<file path="src/rtl/rv_imm_enc.sv">
// RV64 instruction encoder: range-checks and packs an immediate into
// I/S/B/U layouts, expands LI into ADDI / LUI / LUI+ADDIW, and streams
// the resulting words out on a valid/ready interface.
module rv_imm_enc #(
  parameter int XLEN = 64
) (
  input  logic             clk_i,
  input  logic             rst_n_i,
  input  logic             req_valid_i,
  output logic             req_ready_o,
  input  logic [2:0]       req_kind_i,
  input  logic [4:0]       req_rd_i,
  input  logic [4:0]       req_rs1_i,
  input  logic [4:0]       req_rs2_i,
  input  logic [2:0]       req_funct3_i,
  input  logic [XLEN-1:0]  req_imm_i,
  output logic             instr_valid_o,
  input  logic             instr_ready_i,
  output logic [31:0]      instr_o,
  output logic             instr_last_o,
  output logic             err_o,
  output logic [1:0]       err_code_o,
  output logic             busy_o
);

  localparam logic [1:0] S_IDLE  = 2'd0;
  localparam logic [1:0] S_EMIT1 = 2'd1;
  localparam logic [1:0] S_EMIT2 = 2'd2;

  localparam logic [2:0] K_LOAD   = 3'd0;
  localparam logic [2:0] K_STORE  = 3'd1;
  localparam logic [2:0] K_BRANCH = 3'd2;
  localparam logic [2:0] K_LUI    = 3'd3;
  localparam logic [2:0] K_AUIPC  = 3'd4;
  localparam logic [2:0] K_LI     = 3'd5;
  localparam logic [2:0] K_ADDI   = 3'd6;

  localparam logic [6:0] OP_LOAD   = 7'b0000011;
  localparam logic [6:0] OP_STORE  = 7'b0100011;
  localparam logic [6:0] OP_BRANCH = 7'b1100011;
  localparam logic [6:0] OP_LUI    = 7'b0110111;
  localparam logic [6:0] OP_AUIPC  = 7'b0010111;
  localparam logic [6:0] OP_ADDI   = 7'b0010011;
  localparam logic [6:0] OP_ADDIW  = 7'b0011011;

  logic [1:0]  state_q, state_d;
  logic [31:0] instr_q, instr_d;
  logic        last_q, last_d;
  logic [31:0] word2_q, word2_d;
  logic        has2_q, has2_d;
  logic        err_q, err_d;
  logic [1:0]  code_q, code_d;

  // Request-side decode results
  logic        accept;
  logic        fit12, fit13, fit32;
  logic [31:0] hi_sum;
  logic [11:0] lo;
  logic [1:0]  req_code;
  logic [31:0] req_w1, req_w2;
  logic        req_has2;

  assign req_ready_o   = (state_q == S_IDLE);
  assign accept        = req_valid_i && req_ready_o;
  assign instr_valid_o = (state_q != S_IDLE);
  assign busy_o        = (state_q != S_IDLE);
  assign instr_o       = instr_q;
  assign instr_last_o  = last_q;
  assign err_o         = err_q;
  assign err_code_o    = code_q;

  // Sign-extension checks: upper bits must all match the sign bit
  assign fit12  = (&req_imm_i[63:11]) | ~(|req_imm_i[63:11]);
  assign fit13  = (&req_imm_i[63:12]) | ~(|req_imm_i[63:12]);
  assign fit32  = (&req_imm_i[63:31]) | ~(|req_imm_i[63:31]);
  // Rounding the upper part compensates for ADDIW sign-extending lo
  assign hi_sum = req_imm_i[31:0] + 32'h0000_0800;
  assign lo     = req_imm_i[11:0];

  // Range check and word packing for the presented request
  always_comb begin
    req_code = 2'd0;
    req_w1   = 32'd0;
    req_w2   = 32'd0;
    req_has2 = 1'b0;
    case (req_kind_i)
      K_LOAD: begin
        if (!fit12) req_code = 2'd1;
        req_w1 = {req_imm_i[11:0], req_rs1_i, req_funct3_i, req_rd_i, OP_LOAD};
      end
      K_STORE: begin
        if (!fit12) req_code = 2'd1;
        req_w1 = {req_imm_i[11:5], req_rs2_i, req_rs1_i, req_funct3_i,
                  req_imm_i[4:0], OP_STORE};
      end
      K_BRANCH: begin
        // Misalignment takes priority over out-of-range
        if (req_imm_i[0])  req_code = 2'd2;
        else if (!fit13)   req_code = 2'd1;
        req_w1 = {req_imm_i[12], req_imm_i[10:5], req_rs2_i, req_rs1_i,
                  req_funct3_i, req_imm_i[4:1], req_imm_i[11], OP_BRANCH};
      end
      K_LUI: begin
        if (!fit32 || (req_imm_i[11:0] != 12'd0)) req_code = 2'd1;
        req_w1 = {req_imm_i[31:12], req_rd_i, OP_LUI};
      end
      K_AUIPC: begin
        if (!fit32 || (req_imm_i[11:0] != 12'd0)) req_code = 2'd1;
        req_w1 = {req_imm_i[31:12], req_rd_i, OP_AUIPC};
      end
      K_LI: begin
        if (!fit32) begin
          req_code = 2'd1;
        end else if (fit12) begin
          req_w1 = {lo, 5'd0, 3'b000, req_rd_i, OP_ADDI};
        end else begin
          req_w1 = {hi_sum[31:12], req_rd_i, OP_LUI};
          if (lo != 12'd0) begin
            // ADDIW keeps the result sign-extended from bit 31 on RV64
            req_has2 = 1'b1;
            req_w2   = {lo, req_rd_i, 3'b000, req_rd_i, OP_ADDIW};
          end
        end
      end
      K_ADDI: begin
        if (!fit12) req_code = 2'd1;
        req_w1 = {req_imm_i[11:0], req_rs1_i, 3'b000, req_rd_i, OP_ADDI};
      end
      default: req_code = 2'd3;
    endcase
  end

  // Next-state: accept in IDLE, step through one or two output words
  always_comb begin
    state_d = state_q;
    instr_d = instr_q;
    last_d  = last_q;
    word2_d = word2_q;
    has2_d  = has2_q;
    err_d   = 1'b0;
    code_d  = code_q;
    case (state_q)
      S_IDLE: begin
        if (accept) begin
          code_d = req_code;
          if (req_code != 2'd0) begin
            err_d = 1'b1;
          end else begin
            instr_d = req_w1;
            last_d  = !req_has2;
            word2_d = req_w2;
            has2_d  = req_has2;
            state_d = S_EMIT1;
          end
        end
      end
      S_EMIT1: begin
        if (instr_ready_i) begin
          if (has2_q) begin
            instr_d = word2_q;
            last_d  = 1'b1;
            state_d = S_EMIT2;
          end else begin
            last_d  = 1'b0;
            state_d = S_IDLE;
          end
        end
      end
      S_EMIT2: begin
        if (instr_ready_i) begin
          last_d  = 1'b0;
          state_d = S_IDLE;
        end
      end
      default: state_d = S_IDLE;
    endcase
  end

  // State and output registers
  always_ff @(posedge clk_i or negedge rst_n_i) begin
    if (!rst_n_i) begin
      state_q <= S_IDLE;
      instr_q <= 32'd0;
      last_q  <= 1'b0;
      word2_q <= 32'd0;
      has2_q  <= 1'b0;
      err_q   <= 1'b0;
      code_q  <= 2'd0;
    end else begin
      state_q <= state_d;
      instr_q <= instr_d;
      last_q  <= last_d;
      word2_q <= word2_d;
      has2_q  <= has2_d;
      err_q   <= err_d;
      code_q  <= code_d;
    end
  end

endmodule
</file>
<file path="config.mk">
export PLATFORM = sky130hd
export DESIGN_NAME = rv_imm_enc
export DESIGN_NICKNAME = d
export VERILOG_FILES = /design/src/rtl/rv_imm_enc.sv
export SDC_FILE = /design/constraint.sdc
export NUM_CORES = 1
export LEC_CHECK = 0
export CAP_MARGIN = 20
export CORE_MARGIN = 10
export CORE_UTILIZATION = 44
export DETAILED_ROUTE_END_ITERATION = 8
export HOLD_SLACK_MARGIN = 0.08
export PLACE_DENSITY = 0.83
export SLEW_MARGIN = 20
export SYNTH_ARGS = -nofsm -noshare
export SYNTH_HDL_FRONTEND = slang
export SYNTH_SLANG_ARGS = --single-unit
</file>
<file path="constraint.sdc">
create_clock -name clk_i -period 4.48 [get_ports clk_i]
set_clock_uncertainty 0.2 [all_clocks]
set_input_delay 0.448 -clock clk_i [delete_from_list [all_inputs] [get_ports clk_i]]
set_output_delay 0.448 -clock clk_i [all_outputs]
set_load 0.01 [all_outputs]
</file>
* Yosys cells after proc, flatten, opt, wreduce, memory -nomap -nowiden
Cells that the tools add are included.
** Storage, ports and cells
- Flip-flop bits (word level) :: 71
- Bits of input ports :: 89
- Output and inout port bits :: 39
** Cells by class
- Add/subtract/negate cells :: 1
- Bitwise gates (word level) :: 7
- Reductions and logical operators :: 24
- Mux-type cells :: 37
- Equality and inequality tests :: 13
** Operators with widths (count)
- $mux W32 :: 10
- $pmux W32 S7 :: 1
- $pmux W32 S2 :: 1
- $reduce_and A53 Y1 :: 1
- $reduce_or A53 Y1 :: 1
- $reduce_and A52 Y1 :: 1
- $reduce_or A52 Y1 :: 1
- $reduce_and A33 Y1 :: 1
- $reduce_or A33 Y1 :: 1
- $add A32 B12 Y32 const B :: 1
- $mux W1 :: 16
- $mux W2 :: 6
- $reduce_bool A12 Y1 :: 1
- $reduce_and A5 Y1 :: 2
- $eq A3 B3 Y1 const B :: 3
- $ne A2 B2 Y1 const B :: 4
- $pmux W2 S4 :: 1
- $eq A3 B2 Y1 const B :: 2
- $pmux W2 S3 :: 1
- $reduce_bool A2 Y1 :: 3
- $not A1 Y1 :: 4
- $reduce_and A4 Y1 :: 1
- $eq A3 B1 Y1 const B :: 1
- $logic_not A3 Y1 :: 1
- other kinds (14) :: 17

* Depth between registers and ports, before layout
Gate-level depths: netlist of the first run.
- Depth after elaboration :: 11
- Gate-level depth with buffers :: 12

* Least setup slack after synthesis of the first run
OpenSTA, ideal clock, no wires.
- Path kind :: input to register
- Start :: input port req_imm_i[54]
- End :: register instr_q[20] (netlist: instr_o[20])
- Arrival :: 2.700 ns
- Library setup time :: 0.127 ns
- Required time :: 4.153 ns
- Slack :: 1.453 ns
- Cell stages on the path :: 10
- Cells stage by stage :: nor4_1 > nand3_1 > or3_1 > clkbuf_2 > o32ai_1 > buf_4 > mux2_2 > a211oi_1 > a211oi_1 > mux2_1
** Between the ends
- Longest elaborated chain between the ends :: 10
- Elaborated cells on any way between the ends :: 29
- Classes of those cells :: 1 x eq/ne; 12 x mux; 6 x bitwise; 10 x reduce/logical
** Ends and longest elaborated chain
- start, declared :: RTL line 16 : input logic [XLEN-1:0] req_imm_i,
- $reduce_or A33 Y1 :: RTL line 75 : assign fit32 = (&req_imm_i[63:31]) | ~(|req_imm_i[63:31]);
- $not A1 Y1 :: RTL line 75
- $or A1 B1 Y1 :: RTL line 75
- $logic_not A1 Y1
- $logic_or A1 B1 Y1 :: RTL line 104, 108
- $mux W1 :: RTL line 104, 108
- $pmux W2 S4 :: RTL line 86 : case (req_kind_i)
- $reduce_bool A2 Y1 :: RTL line 146 : if (req_code != 2'd0) begin
- $ne A2 B2 Y1 (no source line)
- $reduce_and A5 Y1 (no source line)
- end signal, assigned :: RTL line 191 : instr_q <= instr_d;
- end, declared :: RTL line 47 : logic [31:0] instr_q, instr_d;
Parallel ways exist; a longest one is shown, timed or not. The select of a mux whose other input is x is not followed.
A chain may end at the register's enable or synchronous reset.

* Worst setup path in the final report of the first run
- Start :: input port req_imm_i[21]
- End :: register instr_q[17] (netlist: instr_o[17])
** Between the ends
- Longest elaborated chain between the ends :: 9
- Elaborated cells on any way between the ends :: 21
- Classes of those cells :: 1 x eq/ne; 10 x mux; 4 x bitwise; 6 x reduce/logical
** Ends and longest elaborated chain (RTL line)
- $reduce_or A52 Y1 or $reduce_or A53 Y1 (tied branches) :: 74, 73
- $not A1 Y1, on equally long branches :: 74, 73
- $or A1 B1 Y1, on equally long branches :: 74, 73
- $mux W1 or $mux W32 (tied branches) :: 99, 114
- $mux W2 or $mux W32 (tied branches) :: 98, 112
- $pmux W2 S4 or $pmux W32 S7 (tied branches) :: 86
- $reduce_bool A2 Y1 or $mux W32 (tied branches) :: 146
- $ne A2 B2 Y1 (no source line) or $mux W32 (tied branches)
- $reduce_and A5 Y1 (no source line) or $pmux W32 S2 (tied branches)
Parallel ways exist; a longest one is shown, timed or not. The select of a mux whose other input is x is not followed.

==> results of run 1 <==
tightest hold or removal path, stage by stage, from the launching register on:
cell	delay, ps
dfrtp_1	360
nand2_1	40
o21ai_0	70
registers in the layout (all words and copies together), names as in the netlist:
register,count
instr_o,31
word2_q,18
err_code_o,2
state_q,2
err_o,1
instr_last_o,1
through the flow:
stage	utilization, %	power [mW]	instances	cell area [µm²]
2_1_floorplan	-	1.32	489	4160
3_3_place_gp	60.0	1.82	730	5540
3_5_place_dp	60.0	1.85	730	5540
4_1_cts	61.2	2.14	739	5650
5_1_grt	61.2	2.26	739	5650
6_report	61.2	2.13	739	5650
cells in the final DEF, fill, tap and decap left out, types with 3 or more instances in the layout:
cell / Yosys / routed
mux2_2: 30 / 30
mux2_1: 5 / 5
nor2b_1: 8 / 8
o21ai_1: 3 / 4
and3_1: 10 / 10
a21oi_1: 30 / 30
a221o_1: 8 / 8
buf_4: 3 / 18
a31oi_1: 5 / 5
mux2i_1: 8 / 8
o21ai_0: 43 / 42
and2_1: 3 / 3
o22ai_1: 3 / 3
clkdlybuf4s50_1: 0 / 126
xnor2_1: 9 / 9
a211oi_1: 4 / 4
and4_1: 4 / 4
clkbuf_8: 0 / 6
nand4_1: 20 / 20
nand2_1: 36 / 36
ha_1: 6 / 6
nor3_1: 14 / 14
a2bb2oi_1: 4 / 4
a221oi_1: 6 / 6
nor4_1: 16 / 16
xor2_1: 4 / 4
inv_1: 30 / 30
o221ai_1: 3 / 3
nand3_1: 30 / 30
a21o_1: 3 / 3
dfrtp_1: 55 / 55
nor2_1: 19 / 19
a22oi_1: 14 / 14
kinds of logic after synthesis:
| logic type | count (synthesis) | synth area share (%) |
|---|---|---|
| and+or+nand+nor | 168 | 21.4 |
| xor gates and xnor gates | 13 | 2.74 |
| AOI/OAI and AO/OA | 141 | 22.5 |
| DFF | 55 | 33.1 |
| buffers and inverters | 63 | 7.04 |
| muxes | 43 | 11.4 |
| adders and majority gates | 6 | 1.80 |
cell usage after synthesis, types with 4 or more instances:
master and n:
ha_1 6, mux2_2 30, mux2_1 5, and3_1 10, inv_1 30, mux2i_1 8
a2bb2oi_1 4, nand2_1 36, a211oi_1 4, xnor2_1 9, dfrtp_1 55, nor4_1 16
nand4_1 20, and4_1 4, nor3_1 14, nor2b_1 8, xor2_1 4, a31oi_1 5
clkbuf_1 17, buf_6 5, o21ai_0 43, nand3_1 30, nor2_1 19, a221o_1 8
a22oi_1 14, a21oi_1 30, a221oi_1 6
metal layers:
metal  GRT usage, %  vias up
li1               -     2070
met1           27.7     2143
met5              0        -
met2           35.9      260
met3           3.26       19
met4           4.78        0
cell type report:
| class | count | area [µm²] |
|---|---|---|
| Fill cell | 808 | 3590 |
| Multi-Input combinational cell | 371 | 2490 |
| Timing Repair Buffer | 146 | 1410 |
| Sequential cell | 55 | 1380 |
| Tap cell | 129 | 161 |
| Inverter | 30 | 113 |
| Clock buffer | 6 | 82.6 |
| Clock inverter | 2 | 16.3 |
what timing repair did:
| item | CTS | global route |
|---|---|---|
| hold endpoints to repair | 23 | 0 |
| hold buffers | 1 | 0 |
| gates resized for setup | 0 | 0 |
worst max-delay path by stage:
stage	from	to	slack, ps	depth (start not counted)
after floorplan	req_imm_i[54]	instr_o[20]	1450	10
after global placement	req_imm_i[11]	word2_q[4]	750	11
after detailed placement	req_imm_i[24]	instr_o[17]	680	11
after CTS	req_imm_i[31]	instr_o[17]	1000	11
after global routing	req_imm_i[21]	instr_o[17]	700	11
final	req_imm_i[21]	instr_o[17]	960	11
power by group:
part	leakage (nW)	internal (mW)	switching (mW)	total, mW
Combinational	1.44	0.595	0.526	1.12
Clock	0.0474	0.127	0.172	0.299
Sequential	0.718	0.638	0.0716	0.710
Total	2.21	1.36	0.770	2.13
==> run_results.csv, run 1 <==
group,metric,value,unit
drt,drc,0,
finish,area_growth_syn_to_layout,35.8,%
worst_setup_path,crit_path_start_kind,"input pin",
yosys,yosys-top-cells-area,"dfrtp_1 33%, mux2_2 8.1%, o21ai_0 5.2%, a21oi_1 3.6%, nand3_1 3.6%",
worst_hold_path,worstHoldEndpoint,"err_code_o[1]",
drt,avgRoutedWirePerCell,20.0,µm
global_routing,grt_usage,21.2,%
power_and_ir_drop,p_leak,2.21,nW
timing,tightest_slew,1050,ps
yosys,synth_ff_type,"dfrtp_1",
yosys,netlist_area,4160,µm²
place,dp_slack,682,ps
yosys,yosysUniqueCellTypes,56,
timing,whs,302,ps
yosys,synth_top_area_share,33.1,%
floorplan,pin_count,128,
floorplan,dieArea,13700,µm²
worst_setup_path,r2r_slack,1440,ps
worst_setup_path,critPathMaxFanout,24,
worst_setup_path,cpLargestDelayFamily,"simple AND/OR/NAND/NOR gates",
worst_setup_path,path_buf_inv,3,
floorplan,fp.coreArea,9240,µm²
flow_run,cap_violations,0,
global_routing,grt_pass1_vias,4410,
worst_setup_path,crit_arrival,3510,ps
finish,drive_gt1_share,10.3,%
drt,wl,14800,µm
finish,fin_nets,704,
worst_setup_path,end_kind,"register",
worst_setup_path,cp_slowest_cell,"clkdlybuf4s50_1",
yosys,yosysSeqAreaShare,33.1,%
global_routing,grt_overflow,0,
drt,wl_met2,7220,µm
worst_setup_path,worstPathCellList,"clkdlybuf4s50_1, or4_1, nor3_1, nand4_1, o32ai_1, buf_4, nor2b_1, buf_4, o21ai_0, a31oi_1, mux2_2",
floorplan,rows,35,
place,place.gp.congestion,0.961,
global_routing,grt_pass1_wl,23300,µm
yosys,ys_seq_elements,55,
yosys,yosysWarnings,0,
worst_setup_path,cp_data_required_time,4470,ps
drt,drtPass1Iterations,7,
timing,finalCritPeriodShare,78.5,%
cts,clk_path_buf_depth,2,
timing,finalSetupViolCount,0,
worst_setup_path,crit_type,"in2reg",
timing,grt_setup_unrepaired,"false",
cts,clock_latency,310,ps
cts,clkSinkCount,55,
floorplan,die_h,117,µm
finish,diodes,0,
worst_setup_path,r2r-start,"state_q[1]",
worst_hold_path,hp-start,"err_code_o[1]",
drt,vias,4492,
cts,cts_tree,"done",
cts,cts_root_buf,"clkbuf_8",
place,hpwl,11500,µm
timing,fin_setup_tns,0,ps
yosys,async_flop_share,100,%
yosys,synthesis.instances,489,
timing,layout_setup_ws,963,ps
yosys,synth_edf_count,0,
worst_setup_path,critPathMaxStageDelay,520,ps
drt,drt_iter0_drc,525,
power_and_ir_drop,powerDensity,377,nW/µm²
cts,cts_max_level,2,
drt,route.met3.wl,1270,µm
worst_setup_path,reg2reg_to,"instr_o[22]",
yosys,yosysTopAreaCell,"dfrtp_1",
worst_setup_path,cp_common_cell,"buf_4",
timing,final_max_slew_viol_count,0,
drt,drt-met1-wl,6010,µm
worst_setup_path,r2r_cells,7,
drt,top_layer,"met4",
drt,viasPerCell,6.08,
floorplan,die_w,117,µm
place,portBuffers,127,
global_routing,grt_max_degree,36,
worst_hold_path,hold_path.class,"reg2reg",
cts,post_cts_buffers,0,
yosys,synth_fp_nets,584,
timing,max_freq,284,MHz
drt,final_antenna_net_count,0,
global_routing,antenna_found_initial,0,
timing,hold_viol_final,0,
yosys,avgSynthCellArea,8.51,µm²
power_and_ir_drop,ir_drop,0.000209,V
cts,clk_transition_reported_paths,100,ps
timing,period_needed,3520,ps
floorplan,start_util,45.0,%
timing,max_slew_margin,29.3,%
cts,numCtsBuffers,5,
worst_hold_path,min_path_cells,2,
run_status,status,"complete, no violations",
(Power assumes the default switching activity.)
==> run 2, diff against run 1 <==
CORE_UTILIZATION = 43   (was 44)
PLACE_DENSITY = 0.84   (was 0.83)
clock period = 3.11 ns   (was 4.48 ns; I/O delays follow)
==> run 2 against run 1 <==
Against the previous run:
- non-clock buffer count increased by 80
- worst hold slack got worse by 5.3 ps
- combinational power increased by 58%
- critical path type unchanged
- largest power group unchanged
==> run_results.csv, run 2 (same netlist as run 1, synthesis figures left out) <==
group,metric,value,unit
run_status,status,"complete, no violations",
place,hpwl,12800,µm
finish,design_area,6410,µm²
cts,clkSinkCount,55,
worst_setup_path,cp_data_required_time,3150,ps
cts,cts_tree,"done",
timing,finalCritPeriodShare,96.5,%
power_and_ir_drop,power,3.24,mW
global_routing,grt_pass1_wl,25400,µm
finish,diodes,0,
cts,numCtsBuffers,5,
global_routing,antenna_found_initial,0,
finish,fillers,767,
worst_setup_path,crit_type,"in2reg",
finish,final_common_cell,"clkdlybuf4s50_1",
finish,layout_common_cells,"106 x clkdlybuf4s50_1, 92 x buf_4, 55 x dfrtp_1",
global_routing,grt_overflow,0,
place,placed_cells,806,
timing,tightest_slew,718,ps
cts,clk_path_buf_depth,2,
global_routing,grt_pass1_vias,4793,
power_and_ir_drop,ir_drop,0.000236,V
cts,clock_latency,330,ps
drt,drt_iter0_drc,595,
finish,utilization,68.7,%
worst_setup_path,end_kind,"register",
place,place.gp.congestion,0.923,
timing,hold_viol_final,0,
cts,clk_transition_reported_paths,100,ps
drt,wl,16500,µm
floorplan,die_h,118,µm
timing,max_slew_margin,52.1,%
floorplan,rows,35,
timing,period_needed,3000,ps
timing,layout_setup_ws,107,ps
drt,drtPass1Iterations,7,
finish,largest_reg_flops,31,
place,portBuffers,127,
drt,drc,0,
flow_run,cap_violations,0,
finish,area_growth_syn_to_layout,54.1,%
worst_setup_path,crit_path_start_kind,"input pin",
drt,final_antenna_net_count,0,
drt,viasPerCell,5.95,
drt,avgRoutedWirePerCell,20.1,µm
cts,cts_max_level,2,
place,place_area,6140,µm²
drt,vias,4875,
global_routing,grt_usage,21.8,%
place,dp_slack,-297,ps
timing,final_max_slew_viol_count,0,
floorplan,pin_count,128,
timing,max_freq,333,MHz
finish,fin_cells,819,
timing,fin_setup_tns,0,ps
worst_setup_path,crit_arrival,3040,ps
floorplan,die_w,118,µm
worst_setup_path,critPathMaxFanout,6,
floorplan,start_util,44.6,%
floorplan,dieArea,14000,µm²
cts,cts_root_buf,"clkbuf_8",
power_and_ir_drop,powerDensity,505,nW/µm²
finish,fin_nets,784,
timing,finalSetupViolCount,0,
finish,drive_gt1_share,22.5,%
floorplan,fp.coreArea,9330,µm²
global_routing,grt_max_degree,56,
worst_hold_path,hold_path.class,"reg2reg",
timing,whs,297,ps
power_and_ir_drop,p_leak,2.81,nW
==> run 2: cell type report <==
| class | count | area [µm²] | area share, % |
|---|---|---|---|
| sequential | 55 | 1380 | 21.5 |
| multi-input combinational | 371 | 2570 | 40.1 |
| tap | 129 | 161 | 2.52 |
| clock buffer | 6 | 82.6 | 1.29 |
| clock inverter | 2 | 16.3 | 0.254 |
| inverter | 30 | 113 | 1.76 |
| timing repair buffer | 226 | 2090 | 32.6 |
==> run 2: worst max-delay path, cell delays in order <==
cell and delay (ps):
clkdlybuf4s50_1 420, nor4_1 290, nand3_1 140, or3_4 420
o32a_4 390, o21a_4 140, nor4b_4 440, buf_4 200
buf_6 130, nand3_1 70, o21ai_0 80
==> run 2: power breakdown <==
part	leakage, nW	internal, mW	total, mW	switching (mW)
sequential	0.718	0.919	1.02	0.103
clock	0.0474	0.183	0.447	0.264
combinational	2.04	0.955	1.77	0.814
==> run 2: routing by layer <==
| metal | track usage (%) | up-vias | wire length, µm | share of wire (%) |
|---|---|---|---|---|
| met2 | 36.1 | 301 | 7830 | 47 |
| met3 | 4.24 | 46 | 1540 | 9.3 |
| met1 | 28.0 | 2297 | 6650 | 40 |
| met4 | 6.72 | 0 | 480 | 2.9 |
| met5 | 0 | - | 0 | 0 |
| li1 | - | 2231 | - | - |
==> run 2: worst paths after layout <==
check	from	to	slack [ps]	depth (start not counted)
min in group asynchronous	rst_n_i	word2_q[15]	460	3
max in group asynchronous	rst_n_i	instr_o[21]	1790	3
max	req_imm_i[54]	word2_q[22]	110	11
min	instr_o[11]	instr_o[11]	300	1
min reg2reg	instr_o[11]	instr_o[11]	300	1
max reg2reg	state_q[1]	instr_o[31]	630	8
==> run 2: what timing repair did <==
item,4_1_cts,5_1_grt
endpoints found under the hold margin,55,0
endpoints found under the setup margin,0,48
buffers inserted,0,2
resized for setup,0,41
hold buffers,1,0
==> run 3, diff against run 2 <==
CTS_CLUSTER_SIZE = 30   (was not set)
RECOVER_POWER = 25   (was not set)
==> run 3 against run 2 <==
Against the previous run:
- clock power about the same
- worst setup slack unchanged
- design area about the same
- sequential power about the same
- total power about the same
- register-to-register slack about the same
- largest power group unchanged
- highest routed layer unchanged
==> run_results.csv, run 3 (same netlist as run 1, synthesis figures left out) <==
group,metric,value,unit
floorplan,rows,35,
worst_hold_path,hold_path.class,"reg2reg",
floorplan,pin_count,128,
drt,drtPass1Iterations,7,
power_and_ir_drop,ir_drop,0.000236,V
timing,layout_setup_ws,107,ps
finish,utilization,68.7,%
place,portBuffers,127,
worst_setup_path,r2r-start,"state_q[1]",
worst_setup_path,worstPathCellList,"clkdlybuf4s50_1, nor4_1, nand3_1, or3_4, o32a_4, o21a_4, nor4b_4, buf_4, buf_6, nand3_1, o21ai_0",
power_and_ir_drop,switching_power,1.18,mW
power_and_ir_drop,seqPwrFrac,31.6,%
finish,final_common_cell,"clkdlybuf4s50_1",
global_routing,grt_pass1_vias,4793,
worst_setup_path,crit_start,"req_imm_i[54]",
floorplan,die_h,118,µm
drt,vias,4875,
timing,period_needed,3000,ps
global_routing,grt_max_degree,56,
power_and_ir_drop,powerDensity,505,nW/µm²
cts,cts_root_buf,"clkbuf_8",
floorplan,start_util,44.6,%
worst_setup_path,end_kind,"register",
worst_setup_path,cp_common_cell,"nand3_1",
flow_run,cap_violations,0,
cts,clk_path_buf_depth,2,
worst_setup_path,cp_data_required_time,3150,ps
timing,max_freq,333,MHz
place,place.gp.congestion,0.923,
worst_setup_path,cp_slowest_cell,"nor4b_4",
cts,clkSinkCount,55,
power_and_ir_drop,p_int,2.06,mW
global_routing,grt_usage,21.8,%
cts,numCtsBuffers,5,
run_status,status,"complete, no violations",
power_and_ir_drop,p_leak,2.81,nW
finish,largest_reg_flops,31,
finish,area_growth_syn_to_layout,54.1,%
worst_hold_path,hp-start,"instr_o[11]",
worst_setup_path,critPathMaxStageDelay,440,ps
timing,finalSetupViolCount,0,
worst_setup_path,path_buf_inv,3,
drt,final_antenna_net_count,0,
cts,clock_latency,330,ps
timing,tightest_slew,1410,ps
cts,cts_tree,"done",
finish,layout_common_cells,"106 x clkdlybuf4s50_1, 91 x buf_4, 55 x dfrtp_1",
finish,drive_gt1_share,22.5,%
floorplan,die_w,118,µm
finish,fin_nets,784,
worst_hold_path,min_path_cells,1,
drt,avgRoutedWirePerCell,20.1,µm
floorplan,fp.coreArea,9330,µm²
timing,fin_setup_tns,0,ps
drt,viasPerCell,5.95,
worst_setup_path,reg2reg_to,"instr_o[31]",
global_routing,grt_pass1_wl,25400,µm
global_routing,antenna_found_initial,0,
worst_setup_path,crit_path_start_kind,"input pin",
finish,fillers,768,
global_routing,grt_overflow,0,
drt,drt_iter0_drc,595,
timing,max_slew_margin,5.79,%
power_and_ir_drop,pwr-share-comb,54.6,%
power_and_ir_drop,p_sw_share,36.5,%
power_and_ir_drop,clkPwrFrac,13.8,%
worst_setup_path,critPathMaxFanout,6,
finish,diodes,0,
cts,cts_max_level,2,
worst_setup_path,crit_arrival,3040,ps
worst_setup_path,r2r_slack,630,ps
floorplan,dieArea,14000,µm²
place,dp_slack,-297,ps
timing,hold_viol_final,0,
drt,drc,0,
worst_hold_path,worstHoldEndpoint,"instr_o[11]",
place,hpwl,12800,µm
worst_setup_path,r2r_cells,8,
cts,clk_transition_reported_paths,100,ps
timing,final_max_slew_viol_count,0,
drt,wl,16500,µm
timing,finalCritPeriodShare,96.5,%
worst_setup_path,cpLargestDelayFamily,"simple AND/OR/NAND/NOR gates",
worst_setup_path,crit_type,"in2reg",
run 3: changes by cell type in the layout (fill, tap and decap cells not counted), sizes merged:
cell | before | now
buf | 99 | 98
clkbuf | 6 | 7
run 3: through the flow:
stage / instance area (µm²) / total power [mW] / instances / hold slack, ps
4_1_cts: 6250 / 3.23 / 815 / 304
3_3_place_gp: 6140 / 2.73 / 806 / 271
5_1_grt: 6410 / 3.42 / 819 / 323
2_1_floorplan: 4160 / 1.89 / 489 / -185
3_5_place_dp: 6140 / 2.79 / 806 / 277
6_report: 6410 / 3.24 / 819 / 297
run 3: worst register-to-register path, stage by stage (launching register included):
cell and delay, ps:
dfrtp_1 430, inv_1 100, ha_1 340, inv_1 280
buf_4 240, o311ai_0 80, a21oi_1 120, a221oi_1 400
mux2_2 240
run 3: how the worst max path moves through the flow:
stage | cells after the start | slack [ps] | end
after floorplan | 10 | 220 | instr_o[20]
after global placement | 10 | -270 | instr_o[20]
after detailed placement | 12 | -300 | instr_o[13]
after CTS | 12 | 30 | instr_o[13]
after global routing | 12 | -20 | word2_q[26]
final | 11 | 110 | word2_q[22]
run 3: power by group through the flow:
stage | clock network, mW | logic [mW] | registers [mW]
after floorplan | 0 | 0.780 | 1.11
after global placement | 0 | 1.70 | 1.02
after detailed placement | 0 | 1.75 | 1.04
after CTS | 0.452 | 1.75 | 1.03
after global routing | 0.486 | 1.89 | 1.05
final | 0.447 | 1.77 | 1.02
run 3: timing repair:
| action | CTS | global route |
|---|---|---|
| buffers inserted | 0 | 2 |
| setup endpoints to repair | 0 | 48 |
| endpoints found under the hold margin | 55 | 0 |
| gates resized for setup | 0 | 41 |
| hold buffers | 1 | 0 |
run 3: layout make-up:
| class | count | area, µm² | area share (%) |
|---|---|---|---|
| inverters | 30 | 113 | 1.76 |
| clock inverters | 2 | 16.3 | 0.254 |
| flip-flops and latches | 55 | 1380 | 21.5 |
| repair buffers | 226 | 2090 | 32.6 |
| well taps | 129 | 161 | 2.52 |
| multi-input cells | 371 | 2570 | 40.2 |
| clock buffers | 6 | 82.6 | 1.29 |
run 3: per-layer routing:
layer	part of all wire (%)	GRT usage, %	routed length, µm
met1	40	28.0	6650
met2	47	36.1	7830
met3	9.3	4.24	1540
met4	2.9	6.72	480
met5	0	0	0
